## config.mk

```make
export PLATFORM = sky130hd
export DESIGN_NAME = sdram_host_arbiter
export DESIGN_NICKNAME = d
export VERILOG_FILES = /design/src/rtl/sdram_host_arbiter.sv
export SDC_FILE = /design/constraint.sdc
export NUM_CORES = 1
export LEC_CHECK = 0
export BUFFER_PORTS_ARGS = -buffer_cell sky130_fd_sc_hd__buf_2
export CAP_MARGIN = 10
export CELL_PAD_IN_SITES_DETAIL_PLACEMENT = 2
export CELL_PAD_IN_SITES_GLOBAL_PLACEMENT = 2
export CORE_UTILIZATION = 24
export DETAILED_ROUTE_END_ITERATION = 6
export GPL_TIMING_DRIVEN = 0
export PLACE_DENSITY_LB_ADDON = 0.1
export SETUP_SLACK_MARGIN = 0.02
export SYNTH_ARGS = -nofsm -noshare
export SYNTH_HDL_FRONTEND = slang
export SYNTH_SLANG_ARGS = --single-unit
```

## constraint.sdc

```tcl
create_clock -name clk -period 1.6 [get_ports clk]
set_input_delay 0.08 -clock clk [delete_from_list [all_inputs] [get_ports clk]]
set_output_delay 0.08 -clock clk [all_outputs]
set_load 0.03 [all_outputs]
```

## src/rtl/sdram_host_arbiter.sv

```systemverilog
// sdram_host_arbiter: round-robin share of the SDRAM controller host
// port between two requesters, one transaction in flight at a time.
module sdram_host_arbiter #(
  parameter int HADDR_WIDTH = 24,
  parameter int ACK_TIMEOUT = 16
) (
  input  logic                   clk,
  input  logic                   rst_n,
  input  logic                   req0_rd,
  input  logic                   req0_wr,
  input  logic [HADDR_WIDTH-1:0] req0_addr,
  input  logic [15:0]            req0_wdata,
  output logic                   req0_ack,
  output logic [15:0]            req0_rdata,
  output logic                   req0_err,
  input  logic                   req1_rd,
  input  logic                   req1_wr,
  input  logic [HADDR_WIDTH-1:0] req1_addr,
  input  logic [15:0]            req1_wdata,
  output logic                   req1_ack,
  output logic [15:0]            req1_rdata,
  output logic                   req1_err,
  output logic [HADDR_WIDTH-1:0] haddr,
  output logic [15:0]            data_input,
  input  logic [15:0]            data_output,
  input  logic                   busy,
  output logic                   rd_enable,
  output logic                   wr_enable
);

  localparam int TW = $clog2(ACK_TIMEOUT);
  localparam logic [TW-1:0] TMAX = TW'(ACK_TIMEOUT - 1);

  typedef enum logic [2:0] {
    S_IDLE,
    S_ISSUE,
    S_WAIT_ACK,
    S_WAIT_DONE,
    S_RESP
  } state_t;

  state_t r_state;
  state_t w_next;

  logic                   r_last;
  logic                   r_grant;
  logic                   r_op_wr;
  logic                   r_err;
  logic                   r_rd_en;
  logic                   r_wr_en;
  logic [TW-1:0]          r_timer;
  logic [HADDR_WIDTH-1:0] r_haddr;
  logic [15:0]            r_din;
  logic [15:0]            r_rdata0;
  logic [15:0]            r_rdata1;

  logic                   w_act0;
  logic                   w_act1;
  logic                   w_sel;
  logic                   w_wr;
  logic [HADDR_WIDTH-1:0] w_addr;
  logic [15:0]            w_wdata;
  logic                   w_fire;
  logic                   w_tmo;
  logic                   w_fin;
  logic                   w_resp;

  assign w_act0 = req0_rd | req0_wr;
  assign w_act1 = req1_rd | req1_wr;

  // Pick the requester to serve; a tie goes to the one not served last.
  always_comb begin
    w_sel = w_act1;
    if (w_act0 && w_act1) w_sel = ~r_last;
    w_addr  = w_sel ? req1_addr  : req0_addr;
    w_wdata = w_sel ? req1_wdata : req0_wdata;
    w_wr    = w_sel ? req1_wr    : req0_wr;
  end

  // Next-state logic and the per-state events that the registers act on.
  always_comb begin
    w_next = r_state;
    w_fire = 1'b0;
    w_tmo  = 1'b0;
    w_fin  = 1'b0;
    unique case (r_state)
      S_IDLE: begin
        if (!busy && (w_act0 || w_act1)) begin
          w_fire = 1'b1;
          w_next = S_ISSUE;
        end
      end
      S_ISSUE: w_next = S_WAIT_ACK;
      S_WAIT_ACK: begin
        if (busy) begin
          w_next = S_WAIT_DONE;
        end else if (r_timer == TMAX) begin
          w_tmo  = 1'b1;
          w_next = S_RESP;
        end
      end
      S_WAIT_DONE: begin
        if (!busy) begin
          w_fin  = 1'b1;
          w_next = S_RESP;
        end
      end
      S_RESP:  w_next = S_IDLE;
      default: w_next = S_IDLE;
    endcase
  end

  // State register.
  always_ff @(posedge clk) begin
    if (!rst_n) r_state <= S_IDLE;
    else        r_state <= w_next;
  end

  // Grant bookkeeping and the latched command towards the controller.
  always_ff @(posedge clk) begin
    if (!rst_n) begin
      r_last  <= 1'b1;
      r_grant <= 1'b0;
      r_op_wr <= 1'b0;
      r_haddr <= '0;
      r_din   <= '0;
      r_rd_en <= 1'b0;
      r_wr_en <= 1'b0;
    end else begin
      r_rd_en <= 1'b0;
      r_wr_en <= 1'b0;
      if (w_fire) begin
        r_last  <= w_sel;
        r_grant <= w_sel;
        r_op_wr <= w_wr;
        r_haddr <= w_addr;
        r_din   <= w_wdata;
        r_rd_en <= ~w_wr;
        r_wr_en <= w_wr;
      end
    end
  end

  // Wait-for-busy timer and the sticky timeout flag of this transaction.
  always_ff @(posedge clk) begin
    if (!rst_n) begin
      r_timer <= '0;
      r_err   <= 1'b0;
    end else begin
      if (r_state == S_ISSUE) begin
        r_timer <= '0;
      end else if (r_state == S_WAIT_ACK && !busy && !w_tmo) begin
        r_timer <= r_timer + 1'b1;
      end
      if (w_fire)     r_err <= 1'b0;
      else if (w_tmo) r_err <= 1'b1;
    end
  end

  // Read data return, captured on the edge where busy is seen low.
  always_ff @(posedge clk) begin
    if (!rst_n) begin
      r_rdata0 <= '0;
      r_rdata1 <= '0;
    end else if (w_fin && !r_op_wr) begin
      if (r_grant) r_rdata1 <= data_output;
      else         r_rdata0 <= data_output;
    end
  end

  assign w_resp     = (r_state == S_RESP);
  assign req0_ack   = w_resp & ~r_grant;
  assign req1_ack   = w_resp & r_grant;
  assign req0_err   = w_resp & ~r_grant & r_err;
  assign req1_err   = w_resp & r_grant & r_err;
  assign req0_rdata = r_rdata0;
  assign req1_rdata = r_rdata1;
  assign haddr      = r_haddr;
  assign data_input = r_din;
  assign rd_enable  = r_rd_en;
  assign wr_enable  = r_wr_en;

endmodule

```

==> metrics.yaml <==
htreeDepth: 3
netlist.top_cell.by_area: "dfxtp_1"
cts_tree: "yes"
wl_per_cell_microns: 18.3
grt_max_degree: 17
rsz0062_at_grt: "yes"
core-area_sq_um: 16100
p_per_area_nw_per_um2: 1080
io_buffers: 179
grt_use_total_pct: 18.3
syn_area_per_cell_sq_um: 9.25
swShare_pct: 32.1
power_switching_w: 0.00201
fmax_mhz: 653
first_pass_iters: 4
dieArea_sq_um: 17200
syn_area_sq_um: 4010
ant_nets: 0
critPathLaunch: "r_state[1]"
yosys_warnings: 0
worst_pin_slew_ns: 0.765
synthArstFlopShare_pct: 0
pwr-share-seq_pct: 37.6
synth_cell_type_count: 38
skew_ns: 0.0100
cts_made_buffers: 9
multi_input_area_sq_um: 2100
hold_path_class: "in2reg"
cap_violations: 0
dp_slack_ns: -0.458
place_congestion: 0.743
yosys_register_bits: 85
antenna_found_initial: 2
viasPerCell: 4.86
synth-edff-count: 0
synthTopCellsByArea: "dfxtp_1 42%, a311oi_2 14%, mux2i_1 8.0%, a21oi_1 5.9%, nand3_1 5.5%"
p_leak_nw: 2.53
seqCellArea_sq_um: 1710
drc: 0
worstSkewPairLatency_ns: 0.35
clockBufferDepth: 2
holdCritStartpoint: "data_output[1]"
clk_pin_slew_ns: 0.07
setup_violations: 0
clockPowerShare_pct: 37.9
intPower_w: 0.00425
synth_top_area_share_pct: 42.4
fillerInstances: 1867
layout-area-overhead-vs-synth_pct: 44.9
ir_worst_vdd_v: 0.000482
arrival_ns: 1.77
rows: 46
reg2reg_slack_ns: 0.07
nets: 741
dpl.hpwl_microns: 11500
syn_inst: 434
synth_nets: 538
finalWorstSetupSlack_ns: 0.0679
timing.final.max_slew_violations: 0
path_class: "reg2reg"
min_period_ns: 1.53
crit_path_end_kind: "flop"
r2r-start: "r_state[1]"
clock_sinks: 85
num_antenna_cells: 0
cts_root_buf: "clkbuf_16"
drive_gt1_share_pct: 43.6
synthFlopType: "dfxtp_1"
hold_viol: 0
vias: 4170
first_global_vias: 4696
first_iter_violations: 138
crit_path_start_kind: "flop"
seq_area_frac_synth_pct: 42.4
pin_count: 181
cp_max_fo: 10
wl_microns: 15700
grt_pass1_wl_microns: 24900
outcome: "finished clean"
start_util_pct: 24.9
die_w_microns: 131
max_slew_margin_pct: 49.0
die_y_microns: 131
power_w: 0.00625
grt_overflow_total: 0
combPwrFrac_pct: 24.5
required_ns: 1.84
finalCritPeriodShare_pct: 95.8
-- flip-flops by register name, summed over array words and instances (netlist names) --
register and flops:
haddr 24, wr_enable 1, rd_enable 1, r_err 1
r_state 3, r_last 1, req1_rdata 16, r_timer 4
r_grant 1, r_op_wr 1, req0_rdata 16, data_input 16
-- placed cells by master, fill, tap and decap left out, types with 4 or more instances in the layout --
| cell type | n |
|---|---|
| a21oi_1 | 47 |
| a311oi_2 | 37 |
| buf_12 | 6 |
| buf_2 | 179 |
| buf_4 | 9 |
| buf_6 | 4 |
| clkbuf_1 | 22 |
| clkbuf_16 | 12 |
| clkbuf_2 | 8 |
| dfxtp_1 | 81 |
| mux2i_1 | 32 |
| nand2_1 | 51 |
| nand3_1 | 44 |
| nor2_1 | 10 |
| nor3_1 | 5 |
| o21ai_0 | 41 |
-- power by group through the flow --
stage / Clock, W / Sequential, W / Combinational, W
floorplan: 0 / 0.00264 / 0.000671
global placement: 0 / 0.00239 / 0.00137
detailed placement: 0 / 0.00240 / 0.00141
CTS: 0.00243 / 0.00235 / 0.00145
global route: 0.00253 / 0.00237 / 0.00165
finish: 0.00237 / 0.00235 / 0.00153
-- area by class of cell --
cell class	instances	share of cell area, %
plain buffers	45	5.34
inverters	3	0.194
clock buffers	9	3.87
well taps	216	4.65
multi-input cells	300	36.1
clock inverters	7	1.83
flip-flops and latches	85	29.5
repair buffers	193	18.6
-- worst paths after layout --
check | endpoint | depth (start not counted)
max reg2reg | req1_rdata[13] | 6
min | req1_rdata[1] | 3
max | req1_rdata[13] | 6
min reg2reg | req1_rdata[7] | 2
-- cell families (layout without fill, tap and decap cells) --
group                    after synthesis  after routing  synth area share [%]
AO/OA/AOI/OAI                        139            139                  27.4
AND/OR/NAND/NOR                      128            128                  15.9
flip-flops                            85             85                  42.4
buffers and inverters                 49            257                  6.02
multiplexers                          32             32                  7.98
adder cells (fa/ha/maj)                1              1                 0.312
-- cell usage after synthesis (all sizes together), types with 2 or more instances --
master	count
clkbuf	35
a21oi	47
nor4	2
nand2	51
mux2i	32
inv	3
a311oi	40
nor2	10
nand2b	4
buf	11
nor3	6
nand3	44
dfxtp	85
o21ai	44
or3	2
or4	2
-- worst max-delay path: stages (launching register included) --
cell and delay [ns]:
dfxtp_2 0.33, buf_6 0.13, nand2b_4 0.08, or4_4 0.48, buf_6 0.15, buf_8 0.15
mux2i_1 0.12
-- routing by layer --
metal | up-vias | GRT usage, % | routed length [microns]
li1 | 2012 | - | -
met1 | 2026 | 20.5 | 6550
met2 | 111 | 33.3 | 8010
met3 | 17 | 5.63 | 946
met4 | 4 | 5.04 | 201
met5 | - | 0 | 22
-- through the flow --
step           TNS [ns]  hold WS, ns  instances  instance area, sq um  util [%]
2_1_floorplan         0        0.242        434                  4010         -
5_1_grt         -0.0554       0.0122        858                  5810      36.1
3_3_place_gp     -19.03        0.355        829                  5180      32.1
4_1_cts               0     0.000281        852                  5630      35.0
6_report              0       0.0147        858                  5810      36.1
3_5_place_dp     -21.27        0.372        829                  5180      32.1
-- repair_timing --
item | 4_1_cts | 5_1_grt
gates resized for setup | 22 | 31
cloned | 0 | 3
pin swaps | 2 | 2
setup endpoints to repair | 78 | 58
setup buffers | 4 | 4
hold buffers | 3 | 0
endpoints found under the hold margin | 3 | 0
(Power assumes the default switching activity.)
